<file path="config.mk">
export PLATFORM = sky130hd
export DESIGN_NAME = crc7_arbiter_flat
export DESIGN_NICKNAME = d
export VERILOG_FILES = /design/src/rtl/crc7_arbiter_if.sv /design/src/rtl/crc7_arbiter.sv /design/src/flat_wrapper.sv
export SDC_FILE = /design/constraint.sdc
export NUM_CORES = 1
export LEC_CHECK = 0
export ABC_AREA = 0
export BUFFER_PORTS_ARGS = -buffer_cell sky130_fd_sc_hd__clkbuf_2
export CAP_MARGIN = 20
export CELL_PAD_IN_SITES_DETAIL_PLACEMENT = 0
export CELL_PAD_IN_SITES_GLOBAL_PLACEMENT = 1
export CORE_ASPECT_RATIO = 0.7
export CORE_MARGIN = 4
export CORE_UTILIZATION = 30
export CTS_BUF_LIST = sky130_fd_sc_hd__clkbuf_4
export DETAILED_ROUTE_END_ITERATION = 8
export PLACE_DENSITY = 0.85
export RECOVER_POWER = 50
export REMOVE_ABC_BUFFERS = 1
export SYNTH_ARGS = -nofsm -noshare
export SYNTH_HDL_FRONTEND = slang
export SYNTH_SLANG_ARGS = --single-unit
</file>
<file path="constraint.sdc">
create_clock -name clk -period 2 [get_ports clk]
set_clock_uncertainty 0.2 [all_clocks]
set_input_delay 0.2 -clock clk [delete_from_list [all_inputs] [get_ports clk]]
set_output_delay 0.2 -clock clk [all_outputs]
set_load 0.1 [all_outputs]
</file>
<file path="src/rtl/crc7_arbiter_if.sv">
// Bundle of requester and engine signals shared by the CRC-7 arbiter and its environment.
// The arbiter uses the slave view; the requesters and the engine model use the master view.
interface crc7_arbiter_if;
  logic        req0;
  logic        req1;
  logic [31:0] data0;
  logic [31:0] data1;
  logic        gnt0;
  logic        gnt1;
  logic        ack0;
  logic        ack1;
  logic [6:0]  crc_out;
  logic        err;
  logic        busy;
  logic [31:0] eng_data;
  logic        eng_start;
  logic [7:0]  eng_crc;
  logic        eng_done;

  modport slave (
    input  req0, req1, data0, data1, eng_crc, eng_done,
    output gnt0, gnt1, ack0, ack1, crc_out, err, busy, eng_data, eng_start
  );

  modport master (
    output req0, req1, data0, data1, eng_crc, eng_done,
    input  gnt0, gnt1, ack0, ack1, crc_out, err, busy, eng_data, eng_start
  );
endinterface

</file>
<file path="src/rtl/crc7_arbiter.sv">
// Two-requester arbiter in front of a single CRC-7 engine: alternating priority on contention,
// one operation at a time, with a bounded wait on the engine's completion flag.
module crc7_arbiter #(
  parameter int unsigned TIMEOUT_CYC = 64
) (
  input  logic          clk,
  input  logic          rst,
  crc7_arbiter_if.slave arb
);
  typedef enum logic [1:0] {IDLE, START, WAIT, DONE} state_t;

  localparam logic [7:0] TIMER_LAST = 8'(TIMEOUT_CYC - 1);

  state_t      state_q, state_d;
  logic        lp_q, lp_d;
  logic        own_q, own_d;
  logic [7:0]  timer_q, timer_d;
  logic [31:0] data_q, data_d;
  logic [6:0]  crc_q, crc_d;
  logic        to_q, to_d;
  logic        sel;
  logic        unused_crc_msb;

  assign unused_crc_msb = arb.eng_crc[7];

  always_ff @(posedge clk) begin
    if (rst) begin
      state_q <= IDLE;
      lp_q    <= 1'b1;
      own_q   <= 1'b0;
      timer_q <= '0;
      data_q  <= '0;
      crc_q   <= '0;
      to_q    <= 1'b0;
    end else begin
      state_q <= state_d;
      lp_q    <= lp_d;
      own_q   <= own_d;
      timer_q <= timer_d;
      data_q  <= data_d;
      crc_q   <= crc_d;
      to_q    <= to_d;
    end
  end

  always_comb begin
    state_d = state_q;
    lp_d    = lp_q;
    own_d   = own_q;
    timer_d = timer_q;
    data_d  = data_q;
    crc_d   = crc_q;
    to_d    = to_q;
    sel     = (arb.req0 & arb.req1) ? ~lp_q : arb.req1;
    unique case (state_q)
      IDLE: begin
        if (arb.req0 | arb.req1) begin
          own_d   = sel;
          data_d  = sel ? arb.data1 : arb.data0;
          to_d    = 1'b0;
          state_d = START;
        end
      end
      START: begin
        timer_d = '0;
        state_d = WAIT;
      end
      WAIT: begin
        timer_d = timer_q + 8'd1;
        // timer_q == 0 marks the first WAIT cycle, where eng_done may still be left over
        if ((timer_q != 8'd0) && arb.eng_done) begin
          crc_d   = arb.eng_crc[6:0];
          state_d = DONE;
        end else if (timer_q == TIMER_LAST) begin
          crc_d   = 7'h7F;
          to_d    = 1'b1;
          state_d = DONE;
        end
      end
      DONE: begin
        lp_d    = own_q;
        state_d = IDLE;
      end
      default: state_d = IDLE;
    endcase
  end

  assign arb.busy      = (state_q != IDLE);
  assign arb.gnt0      = arb.busy & ~own_q;
  assign arb.gnt1      = arb.busy & own_q;
  assign arb.ack0      = (state_q == DONE) & ~own_q;
  assign arb.ack1      = (state_q == DONE) & own_q;
  assign arb.err       = (state_q == DONE) & to_q;
  assign arb.eng_start = (state_q == START);
  assign arb.eng_data  = data_q;
  assign arb.crc_out   = crc_q;
endmodule

</file>
<file path="src/flat_wrapper.sv">
// flat-port wrapper written by rule: the top's interface ports become plain ports
module crc7_arbiter_flat 
#(
  parameter int unsigned TIMEOUT_CYC = 64
)
  (clk, rst, arb_req0, arb_req1, arb_data0, arb_data1, arb_eng_crc, arb_eng_done, arb_gnt0, arb_gnt1, arb_ack0, arb_ack1, arb_crc_out, arb_err, arb_busy, arb_eng_data, arb_eng_start);
  crc7_arbiter_if arb_i ();
  input  logic clk;
  input  logic rst;
  input wire logic [$bits(arb_i.req0)-1:0] arb_req0;
  input wire logic [$bits(arb_i.req1)-1:0] arb_req1;
  input wire logic [$bits(arb_i.data0)-1:0] arb_data0;
  input wire logic [$bits(arb_i.data1)-1:0] arb_data1;
  input wire logic [$bits(arb_i.eng_crc)-1:0] arb_eng_crc;
  input wire logic [$bits(arb_i.eng_done)-1:0] arb_eng_done;
  output wire logic [$bits(arb_i.gnt0)-1:0] arb_gnt0;
  output wire logic [$bits(arb_i.gnt1)-1:0] arb_gnt1;
  output wire logic [$bits(arb_i.ack0)-1:0] arb_ack0;
  output wire logic [$bits(arb_i.ack1)-1:0] arb_ack1;
  output wire logic [$bits(arb_i.crc_out)-1:0] arb_crc_out;
  output wire logic [$bits(arb_i.err)-1:0] arb_err;
  output wire logic [$bits(arb_i.busy)-1:0] arb_busy;
  output wire logic [$bits(arb_i.eng_data)-1:0] arb_eng_data;
  output wire logic [$bits(arb_i.eng_start)-1:0] arb_eng_start;
  assign arb_i.req0 = arb_req0;
  assign arb_i.req1 = arb_req1;
  assign arb_i.data0 = arb_data0;
  assign arb_i.data1 = arb_data1;
  assign arb_i.eng_crc = arb_eng_crc;
  assign arb_i.eng_done = arb_eng_done;
  assign arb_gnt0 = arb_i.gnt0;
  assign arb_gnt1 = arb_i.gnt1;
  assign arb_ack0 = arb_i.ack0;
  assign arb_ack1 = arb_i.ack1;
  assign arb_crc_out = arb_i.crc_out;
  assign arb_err = arb_i.err;
  assign arb_busy = arb_i.busy;
  assign arb_eng_data = arb_i.eng_data;
  assign arb_eng_start = arb_i.eng_start;
  crc7_arbiter #(.TIMEOUT_CYC(TIMEOUT_CYC)) u_core (.clk(clk), .rst(rst), .arb(arb_i));
endmodule
</file>
==> results by group <==
Detailed routing
  • Vias: 2547
  • DR WL/cell: 13.3 um
  • Final ANT Viol Nets: 0
  • TritonRoute pass-1 iters: 5
  • Max Used Layer: met4
  • Initial drt markers: between 100 and 150
  • DRC: 0
  • Vias per inst: between 4 and 5
  • WL final: 7.41 mm
  • Met1 Wirelength: 3.03 mm
  • WL met3: roughly 440 um
  • Met2 routed WL: 3.71 mm

Timing
  • Hold Slack: 0.0982 ns
  • Tmin final: 1.92 ns
  • RSZ-0062 raised after global routing: yes
  • Fin. max-slew vios: 0
  • Final setup fails: 0
  • F_max: 521 MHz
  • Fin. Hold Viols: 0
  • Final setup TNS: 0 ns
  • Final period util: 96.0%
  • Setup ws final: between 0.08 and 0.09 ns
  • Slew @ Worst Pin: between 0.5 and 0.6 ns
  • Rel. slew slack: between 60 and 70%

Logic synthesis
  • Synthesized flop and latch total: 52
  • Mapped Area: 2420 um^2
  • Largest cells by area after synthesis: dfxtp_1, mux2i_1, a211oi_1
  • Async set-reset flop share out of synthesis: 0%
  • Synth top cells by count: dfxtp_1, nor2_1, mux2i_1
  • Post-synthesis sequential area ratio: 43.1%
  • Post-Syn Instances: 259
  • Yosys cell types: 38
  • Top cell type's share of synthesized area: 43.1%
  • Syn avg cell area: ~9.3 um^2
  • Yosys warning total: 0
  • Biggest area consumer among synthesized cells: dfxtp_1
  • Post-synth EDFFs: 0
  • Top FF cell, synth: dfxtp_1

Floorplan
  • Initial Util: a little under a third
  • Core area: 7840 um^2
  • Chip height: just over 80 um
  • DIE WIDTH: 115 um
  • Number of I/O pins: 123
  • Rows: 27
  • Die ar.: between 9000 and 10000 um^2

Power and ir drop
  • Comb power frac: a little under two thirds
  • Clk network pwr share: between 10% and 20%
  • Pwr/cell area: 1390 nW/um^2
  • IR drop worst, VDD: just under 0.9 mV
  • Net Sw Frac: 56.6%
  • LEAKAGE: between 1.5 and 2 nW
  • Switching power: about 3.2 mW
  • Int Pwr: around 2.5 mW
  • Final Power: 5.65 mW
  • Flop pwr share: roughly a quarter

CTS
  • Max Root-Sink Buffers: 2
  • H-tree depth: 2
  • Setup bufs post-CTS: 0
  • Clock transition at path regs: ~0.15 ns
  • Root Driver: clkbuf_4
  • Clock sinks: between 50 and 60
  • Number of buffers created by CTS: 5
  • CTS tree: built
  • Worst skew pair latency: 0.37 ns

Setup path
  • Cell count of the worst reg-to-reg path: 5
  • Crit end category: output pin
  • Element type at the critical path start: flop
  • Crit path required time: 1.60 ns
  • RR Startpoint: u_core.lp_q
  • R2R Path End: u_core.arb.eng_data[0]
  • Slowest CP cell: dfxtp_2
  • Worst R2R Setup Slack: 0.12 ns
  • Worst-path cell chain: inv_1 > ha_1 > buf_4 > nor2b_2 > buf_12
  • CP Class: flop to output pin
  • CP arrival: 1.52 ns
  • Max incr delay on CP: between 0.3 and 0.4 ns
  • Crit-path max FO: 7

Global route
  • Pin count of the biggest net entering global routing: 45
  • First-pass GRT wire length: around 12 mm
  • All-Layer GR Usage: ~16%
  • Vias in the first global route: ~2700
  • Total gr overflow: 0
  • Initial antenna violation count: 0

Place
  • Post-DP HPWL: ~5 mm
  • Routability Congestion: ~0.79
  • Cells after DPL: ~480
  • Pre-CTS WS: approximately 0.055 ns
  • DP Area: about 3300 um^2
  • I/O Buffers: 121

Outcome
  • Outcome: finished clean

Layout
  • Syn-to-layout area delta: 68.3%
  • Share of cells above drive strength 1: between 30 and 40%
  • Final instance area: about 4000 um^2
  • Nets: 537
  • Non-filler cells, final: between 500 and 600
  • ANT cells: 0
  • Final core occ: approximately 52%

Job
  • Max cap viols: 0

Min path
  • Hold Path End: u_core.own_q
  • Hold Crit Class: primary input to flop
  • HP Start: arb_req1
  • WHS Path Cells: 4
-- how the worst max path moves through the flow --
stage,start,end,slack (ns),cells after the start
CTS,u_core.state_q[0],arb_gnt0,0.005,5
finish,u_core.state_q[0],arb_gnt1,0.08,5
floorplan,u_core.lp_q,u_core.arb.eng_data[0],-2.61,3
detailed placement,u_core.timer_q[3],u_core.state_q[1],0.06,4
global route,u_core.state_q[0],arb_gnt1,-0.02,5
global placement,u_core.timer_q[3],u_core.arb.crc_out[0],0.13,4
-- power by group through the flow --
stage                     registers [mW]  logic, mW  clock network, mW
final                               1.44       3.59              0.627
after global routing                1.48       3.78              0.714
after CTS                           1.44       3.61              0.653
after detailed placement            1.46       3.48                  0
after global placement              1.44       3.46                  0
after floorplan                     2.97       1.19                  0
-- kinds of logic after synthesis --
family / synth area share, %
simple gates: 13.7
compound gates: 19.3
flops: 43.1
mux: 14.1
buf+inv: 5.23
fa+ha+maj: 3.11
xor+xnor: 1.45
-- placed cells by master (no fill, tap or decap), types with 2 or more instances in the layout --
cell,n
clkbuf_2,115
dlygate4sd3_1,71
nor2_1,51
dfxtp_1,47
mux2i_1,33
a211oi_1,32
inv_1,15
buf_4,12
a211oi_2,7
clkbuf_4,7
ha_1,6
a21oi_1,5
dfxtp_2,5
buf_12,4
nand2b_1,3
nand3_1,3
nand2_1,3
o21ai_0,3
xor2_1,3
and2_1,2
o21a_1,2
nand4_1,2
-- final cells by class --
type	instances	area, um^2
Clock buffer	6	45.0
Clock inverter	2	38.8
Fill cell	713	3770
Inverter	15	56.3
Multi-Input combinational cell	175	1270
Sequential cell	52	1050
Tap cell	101	126
Timing Repair Buffer	205	1480
-- flip-flops by register name (all words and copies together), names as in the netlist --
signal,count
u_core.arb.crc_out,7
u_core.arb.eng_data,32
u_core.lp_q,1
u_core.own_q,1
u_core.state_q,2
u_core.timer_q,8
u_core.to_q,1
-- routing by layer --
layer	vias to the layer above	track usage, %
li1	1304	-
met1	1137	17.3
met2	85	28.2
met3	21	4.01
met4	0	5.65
met5	-	0
-- timing repair --
action | CTS | global route
setup endpoints to repair | 3 | 13
resized for setup | 4 | 7
hold buffers | 70 | 1
hold endpoints to repair | 39 | 1
-- worst max-delay path, delay by kind of cell, from the launching register on --
| family | cells | cell delay (ns) |
|---|---|---|
| buffers and inverters | 3 | 0.41 |
| adder cells (fa/ha/maj) | 1 | 0.20 |
| flip-flops | 1 | 0.38 |
| AND/OR/NAND/NOR | 1 | 0.15 |
Power figures use the tool's default switching activity.
